$ cat config.mk
export PLATFORM = sky130hd
export DESIGN_NAME = pipe_stage_reg
export DESIGN_NICKNAME = d
export VERILOG_FILES = /design/src/rtl/pipe_stage_reg.sv
export SDC_FILE = /design/constraint.sdc
export NUM_CORES = 1
export LEC_CHECK = 0
export ABC_AREA = 1
export CAP_MARGIN = 10
export CELL_PAD_IN_SITES_DETAIL_PLACEMENT = 1
export CELL_PAD_IN_SITES_GLOBAL_PLACEMENT = 2
export CORE_UTILIZATION = 25
export CTS_CLUSTER_SIZE = 30
export DETAILED_ROUTE_END_ITERATION = 10
export GPL_TIMING_DRIVEN = 0
export PLACE_DENSITY_LB_ADDON = 0.1
export SYNTH_ARGS = -nofsm -noshare
export SYNTH_HDL_FRONTEND = slang
export SYNTH_SLANG_ARGS = --single-unit
$ cat constraint.sdc
create_clock -name clk -period 3 [get_ports clk]
set_input_delay 0.45 -clock clk [delete_from_list [all_inputs] [get_ports clk]]
set_output_delay 0.45 -clock clk [all_outputs]
set_load 0.01 [all_outputs]
$ cat src/rtl/pipe_stage_reg.sv
// rtl/pipe_stage_reg.sv - elastic pipeline-stage register with hold, squash, bubble and perf counters
//
// Purpose:
//   Carries a DATA_W payload and CTRL_W control bundle between two processor
//   stages with a valid/ready handshake. stall freezes the stage, flush kills
//   every held entry, and out_ctrl reads CTRL_BUBBLE whenever nothing is live.
//   Optional feature macro: PIPE_STAGE_SKID_EN (adds a second, skid entry and
//   turns in_ready into a register).
//
// Ports:
//   clk, rst             stage clock, asynchronous active-high reset
//   in_valid/in_ready    upstream handshake
//   in_data, in_ctrl     upstream payload and control bundle
//   stall, flush         hazard-unit hold and squash
//   out_valid/out_ready  downstream handshake
//   out_data, out_ctrl   held payload; held control or CTRL_BUBBLE
//   occupancy            live entries held
//   stall_cnt            saturating count of edges with stall=1
//   bubble_cnt           saturating count of edges with out_valid=0
module pipe_stage_reg #(
  parameter int                 DATA_W      = 32,
  parameter int                 CTRL_W      = 8,
  parameter logic [CTRL_W-1:0]  CTRL_BUBBLE = '0,
  parameter int                 CNT_W       = 16
) (
  input  logic              clk,
  input  logic              rst,
  input  logic              in_valid,
  output logic              in_ready,
  input  logic [DATA_W-1:0] in_data,
  input  logic [CTRL_W-1:0] in_ctrl,
  input  logic              stall,
  input  logic              flush,
  output logic              out_valid,
  input  logic              out_ready,
  output logic [DATA_W-1:0] out_data,
  output logic [CTRL_W-1:0] out_ctrl,
  output logic [1:0]        occupancy,
  output logic [CNT_W-1:0]  stall_cnt,
  output logic [CNT_W-1:0]  bubble_cnt
);

  localparam logic [CNT_W-1:0] CNT_MAX = '1;

  logic              main_v;
  logic [DATA_W-1:0] main_data;
  logic [CTRL_W-1:0] main_ctrl;
  logic              drain;

  // Downstream consumes the main entry at this edge.
  assign drain = main_v && out_ready && !stall && !flush;

`ifdef PIPE_STAGE_SKID_EN
  logic              skid_v;
  logic              skid_v_nxt;
  logic              in_ready_q;
  logic              accept;
  logic              main_take;
  logic [DATA_W-1:0] skid_data;
  logic [CTRL_W-1:0] skid_ctrl;

  assign accept    = in_valid && in_ready_q;
  // Main slot is free to be written at this edge.
  assign main_take = !main_v || drain;

  always_comb begin
    skid_v_nxt = skid_v;
    if (flush || main_take) begin
      skid_v_nxt = 1'b0;
    end else if (accept) begin
      skid_v_nxt = 1'b1;
    end
  end

  // A beat handshaken while in_ready was still high is kept even if stall
  // rises in the same cycle: the held entries freeze, the new beat lands in
  // the first free slot, and in_ready drops on the next edge.
  always_ff @(posedge clk or posedge rst) begin
    if (rst) begin
      main_v    <= 1'b0;
      main_data <= '0;
      main_ctrl <= CTRL_BUBBLE;
    end else if (flush) begin
      main_v <= 1'b0;
    end else if (main_take) begin
      if (skid_v) begin
        main_v    <= 1'b1;
        main_data <= skid_data;
        main_ctrl <= skid_ctrl;
      end else if (accept) begin
        main_v    <= 1'b1;
        main_data <= in_data;
        main_ctrl <= in_ctrl;
      end else begin
        main_v <= 1'b0;
      end
    end
  end

  always_ff @(posedge clk or posedge rst) begin
    if (rst) begin
      skid_v     <= 1'b0;
      skid_data  <= '0;
      skid_ctrl  <= CTRL_BUBBLE;
      in_ready_q <= 1'b1;
    end else begin
      skid_v     <= skid_v_nxt;
      in_ready_q <= !skid_v_nxt && !stall && !flush;
      if (!flush && !main_take && accept) begin
        skid_data <= in_data;
        skid_ctrl <= in_ctrl;
      end
    end
  end

  assign in_ready  = in_ready_q;
  assign occupancy = {1'b0, main_v} + {1'b0, skid_v};
`else
  logic load;

  assign in_ready = !stall && !flush && (!main_v || out_ready);
  assign load     = in_valid && in_ready;

  // in_ready already excludes stall and flush, so load never fights them.
  always_ff @(posedge clk or posedge rst) begin
    if (rst) begin
      main_v    <= 1'b0;
      main_data <= '0;
      main_ctrl <= CTRL_BUBBLE;
    end else if (flush) begin
      main_v <= 1'b0;
    end else if (load) begin
      main_v    <= 1'b1;
      main_data <= in_data;
      main_ctrl <= in_ctrl;
    end else if (drain) begin
      main_v <= 1'b0;
    end
  end

  assign occupancy = {1'b0, main_v};
`endif

  assign out_valid = main_v;
  assign out_data  = main_data;
  assign out_ctrl  = main_v ? main_ctrl : CTRL_BUBBLE;

  always_ff @(posedge clk or posedge rst) begin
    if (rst) begin
      stall_cnt  <= '0;
      bubble_cnt <= '0;
    end else begin
      if (stall && stall_cnt != CNT_MAX) begin
        stall_cnt <= stall_cnt + CNT_W'(1);
      end
      if (!main_v && bubble_cnt != CNT_MAX) begin
        bubble_cnt <= bubble_cnt + CNT_W'(1);
      end
    end
  end

endmodule

==> results of run 1 <==
==> path summary, 6_finish.rpt <==
| check | to | start | cells after the start |
|---|---|---|---|
| worst max register to register | bubble_cnt[11] | bubble_cnt[0] | 8 |
| worst min-delay path | stall_cnt[0] | rst | 2 |
| max in group asynchronous | bubble_cnt[12] | rst | 3 |
| worst min register to register | out_data[8] | out_data[8] | 2 |
| min in group clk | out_data[8] | out_data[8] | 2 |
| worst max-delay path | in_ready | stall | 4 |
==> sequential cells by signal, summed over array words and instances, names as in the netlist <==
name / count
out_data: 32
main_ctrl: 8
stall_cnt: 16
out_valid: 1
bubble_cnt: 16
==> cells by family (layout without fill, tap and decap cells) <==
logic type | Yosys count | in the layout | share of synthesized area
simple gates | 371 | 371 | 0.4107
flops | 73 | 73 | 0.4875
buf+inv | 60 | 196 | 0.06878
xor+xnor | 8 | 8 | 0.01870
compound gates | 3 | 3 | 0.006677
fa+ha+maj | 2 | 2 | 0.006677
other cells | 1 | 1 | 0.001001
==> through the flow <==
step / util / hold WS, ns
final: 0.3805 / 0.4638
after global routing: 0.3805 / 0.4945
after CTS: 0.3805 / 0.4693
after detailed placement: 0.3563 / 0.4607
after global placement: 0.3543 / 0.4527
after floorplan: - / 0.4417
==> layer usage <==
metal | wire length (um) | vias to the layer above
met4 | 191 | 0
li1 | - | 1864
met3 | 766 | 14
met2 | 5413 | 83
met1 | 5424 | 1731
met5 | 0 | -
==> timing repair <==
action / in CTS / in global routing
resized for setup: 1 / 0
endpoints found under the setup margin: 1 / 0
hold endpoints to repair: 0 / 0
==> Yosys cell counts, drive strengths merged <==
cell    instances
nand2         249
dfrtp          73
nand3          56
nor2           47
inv            42
buf            12
nand3b         10
nand4           9
clkbuf          6
xnor2           5
xor2            3
ha              2
a211oi          1
conb            1
o21ai           1
o31ai           1
==> final cells by class <==
cell class | instances | area, um^2
Sequential cell | 73 | 1827
Multi-Input combinational cell | 385 | 1670
Clock inverter | 5 | 102.6
Tap cell | 184 | 230.2
Fill cell | 1789 | 9037
Clock buffer | 11 | 242.7
Inverter | 42 | 160.2
Timing Repair Buffer | 120 | 1219
Buffer | 18 | 100.1
==> placed cells by master, fill, tap and decap left out, types with 2 or more instances in the layout <==
cell type,n
buf_2,8
buf_4,2
buf_6,2
bufinv_16,3
clkbuf_1,7
clkbuf_16,9
clkdlybuf4s50_1,119
dfrtp_1,73
ha_1,2
inv_1,41
nand2_1,247
nand2_2,2
nand3_1,56
nand3b_1,10
nand4_1,8
nor2_1,45
nor2_2,2
xnor2_1,5
xor2_1,3
==> worst register-to-register path, cell delays in order (launching register included) <==
cell and delay, ns:
dfrtp_1 0.47, ha_1 0.32, nand3_1 0.15, inv_1 0.05, nand2_1 0.10, nor2_1 0.06, nor2_1 0.50, nand2_1 0.12
nand2_1 0.09
==> power breakdown <==
group	internal, uW	switching (uW)
sequential	1150	177
clock	834	434
combinational	449	388
total	2440	999
==> flow_summary.toml, run 1 <==
[sta]
setup_viol = 0
skew_ns = 0.006050
worst_pin_slew_ns = 0.6502
slew_headroom = 0.5649
max_freq_ghz = 0.3414
slew_viol_final = 0
fin_crit_sh = 0.9765
fin_ws_ns = 0.07064
period_minus_slack_ns = 2.929
setup_tns_ns = 0
hold_violations = 0
rsz0062_at_grt = "false"

[route]
vias = 3692
drtIter0Drc = 120
drt-total-wl_mm = 11.80
route.detailed.drc = 0
first_pass_iters = 4
ant_nets = 0
viasPerCell = 4.406
wl_per_cell_um = 14.08

[die]
row_count = 44
fp.dieArea_um2 = 15480
die_w_um = 124.4
die_h_um = 124.4
core_um2 = 14590
start_util = 0.2569
io_pins = 122

[grt]
grt_usage = 0.1614
use_met2 = 0.2590
gr-usage-met3 = 0.05284
grt_max_degree = 47
grt_pass1_vias = 3945
antenna_found_initial = 0
grt.busiest_layer = "met2"
grt_pass1_wl_mm = 19.93
use_met1 = 0.2010
grt_overflow = 0

[power_and_ir_drop]
p_total_uw = 3437
leakage_uw = 0.002700
powerDensity_nw_per_um2 = 619.1
peakVddDrop_mv = 0.2246

[finish]
final_cell_count_no_fill = 838
fin_area_um2 = 5552
drive_gt1_frac = 0.05352
nets = 697
area_delta_synth_final_pct = 48.15
n_antenna_cell = 0

[run]
maxCapViolations = 0

[setup_path]
critPathMaxFanout = 10
crit_chain = "clkdlybuf4s50_1, a211oi_4, buf_2, clkdlybuf4s50_1"
critPathBufInv = 3
worst_setup_path_end_kind = "primary output"
cp_top_family = "buffers and inverters"
r2r_slack_ns = 1.09
cp-start-kind = "primary input"
critPathSlowestCell = "clkdlybuf4s50_1"
crit_arrival_ns = 2.48
cpMostUsedCell = "clkdlybuf4s50_1"
path_class = "primary input to primary output"
max_stage_delay_ns = 0.63
required_ns = 2.55

[yosys]
yosys_warnings = 0
ys_ff_latch = 73
post_synth_inst_count = 518
yosys.area.top_type = "dfrtp_1"
synth_top_cells_by_area = "dfrtp_1 (49%), nand2_1 (25%), nand3_1 (7.5%)"
syn_area_um2 = 3747
postSynthAreaPerCell_um2 = 7.234
ys_types = 21
syn-num-nets = 566
synth-seq-area-share = 0.4875
synth_top_area_frac = 0.4875

[cts]
cts_hold_buf = 0
numCtsBuffers = 9
cts_tree = "done"
cts_sinks = 73
htree_levels = 3
clk_latency_ns = 0.34
postCtsSetupBuffers = 0
clk_pin_slew_worst_paths_ns = 0.06
clockBufferDepth = 2
root_buffer = "clkbuf_16"

[placement]
place_inst = 822
port_buffers = 119
dpl_cell_area_um2 = 5199
dp_hpwl_mm = 8.825
place_ws_ns = -0.02945
routabilityCongestion = 0.7811

[outcome]
status = "complete, no violations"

[hold_path]
worstHoldPathType = "primary input to asynchronous set/reset pin"
(Power assumes the default switching activity.)
==> inputs of run 2 (changes only) <==
Settings changed: CORE_UTILIZATION 25 to 22.
Clock period 3 ns to 2.35 ns, I/O delays scaled along.
==> run 2 against run 1 <==
  * First-iteration DRC count shrank 15%
  * Count of clock-buffer cells in the layout is 1 lower
  * Critical path type unchanged
  * Worst setup slack lost 0.045 ns
==> flow_summary.toml, run 2 (same netlist as run 1, synthesis figures left out) <==
[setup_path]
r2r-start = "bubble_cnt[0]"
required_ns = 2.00
r2r_cells = 8
cp-start-kind = "primary input"
r2r_end = "bubble_cnt[7]"
crit_arrival_ns = 1.97
r2r_slack_ns = 0.41
path_class = "primary input to primary output"
worst_setup_path_end_kind = "primary output"
critPathMaxFanout = 10

[grt]
grt_usage = 0.1485
grt_overflow = 0
grt_max_degree = 46
grt_pass1_wl_mm = 20.28
antenna_found_initial = 0
grt_pass1_vias = 3872

[cts]
numCtsBuffers = 9
cts_sinks = 73
cts_tree = "done"
clk_latency_ns = 0.34
htree_levels = 3
clockBufferDepth = 2
root_buffer = "clkbuf_16"
clk_pin_slew_worst_paths_ns = 0.06

[run]
maxCapViolations = 0

[sta]
slew_headroom = 0.5421
timing.hold.ws_ns = 0.3729
rsz0062_at_grt = "true"
worst_pin_slew_ns = 0.6843
setup_viol = 0
fin_crit_sh = 0.9892
hold_violations = 0
period_minus_slack_ns = 2.325
setup_tns_ns = 0
max_freq_ghz = 0.4302
slew_viol_final = 0
skew_ns = 0.007974

[die]
die_w_um = 132.5
row_count = 47
core_um2 = 16580
io_pins = 122
die_h_um = 132.5
fp.dieArea_um2 = 17560
start_util = 0.2260

[finish]
nets = 698
area_delta_synth_final_pct = 47.58
final_cell_count_no_fill = 875
nFillCells = 2004
layout_common_cells = "nand2_1 (247), clkdlybuf4s50_1 (118), dfrtp_1 (72)"
drive_gt1_frac = 0.05802
multi_input_area_um2 = 1670
n_antenna_cell = 0
final_common_cell = "nand2_1"
regArea_um2 = 1828
largest_register_ffs = 32

[outcome]
status = "complete, no violations"

[route]
drtIter0Drc = 102
viasPerCell = 4.274
route.detailed.drc = 0
drt-total-wl_mm = 12.32
first_pass_iters = 4
ant_nets = 0
wl_per_cell_um = 14.08
vias = 3740

[placement]
routabilityCongestion = 0.7216
dp_hpwl_mm = 9.281
place_inst = 858
port_buffers = 119

[hold_path]
worstHoldPathType = "primary input to asynchronous set/reset pin"

[power_and_ir_drop]
peakVddDrop_mv = 0.3238
leakage_uw = 0.002672
powerDensity_nw_per_um2 = 731.6
-- run 2: cell types whose count changed in the layout (fill, tap and decap cells not counted), sizes merged --
cell / before / now
clkinvlp: 1 / 2
bufinv: 3 / 0
buf: 13 / 14
clkinv: 1 / 4
clkdlybuf4s50: 119 / 118
clkbuf: 17 / 16
dlygate4sd2: 0 / 1
-- run 2: power breakdown --
part,internal [uW],switching (uW),total (uW)
Clock,708,563,1270
Sequential,1470,229,1700
Combinational,576,498,1070
-- run 2: timing repair --
action	in CTS	in global routing
endpoints found under the setup margin	9	8
hold buffers	0	0
buffers inserted	1	0
cloned	0	0
pin swaps	1	0
gates resized for setup	4	2
-- run 2: metal layers --
metal,global-route usage,share of wire
met5,0,0
met4,0.04598,0.013
met3,0.06130,0.080
met2,0.2363,0.45
met1,0.1823,0.46
-- run 2: per-stage QoR --
stage / setup slack [ns] / total power (uW) / area [um^2] / util
after detailed placement: -0.4575 / 2821 / 5244 / 0.3162
after global placement: -1.482 / 2786 / 5214 / 0.3144
after floorplan: 0.1442 / 2149 / 3747 / -
final: 0.02535 / 4046 / 5530 / 0.3335
after CTS: 0.0006761 / 4141 / 5525 / 0.3332
after global routing: -0.03603 / 4317 / 5530 / 0.3335
-- run 2: critical path, cell delays in order --
cell             delay (ns)
clkdlybuf4s50_1        0.51
inv_1                  0.09
a211oi_4               0.28
buf_6                  0.19
clkdlybuf4s50_1        0.56
-- run 2: final cells by class --
class	count	share of cell area
clock buffers	10	0.04140
well taps	220	0.04977
multi-input cells	385	0.3020
clock inverters	6	0.006335
plain buffers	18	0.01946
inverters	42	0.02896
repair buffers	121	0.2215
flip-flops and latches	73	0.3305
-- run 2: worst max-delay path by stage --
stage / end / startpoint / slack (ns)
finish: in_ready / out_ready / 0.03
global route: in_ready / out_ready / -0.04
CTS: in_ready / out_ready / 0.0007
detailed placement: in_ready / stall / -0.46
global placement: out_data[3] / rst / -1.48
floorplan: bubble_cnt[0] / rst / 0.14
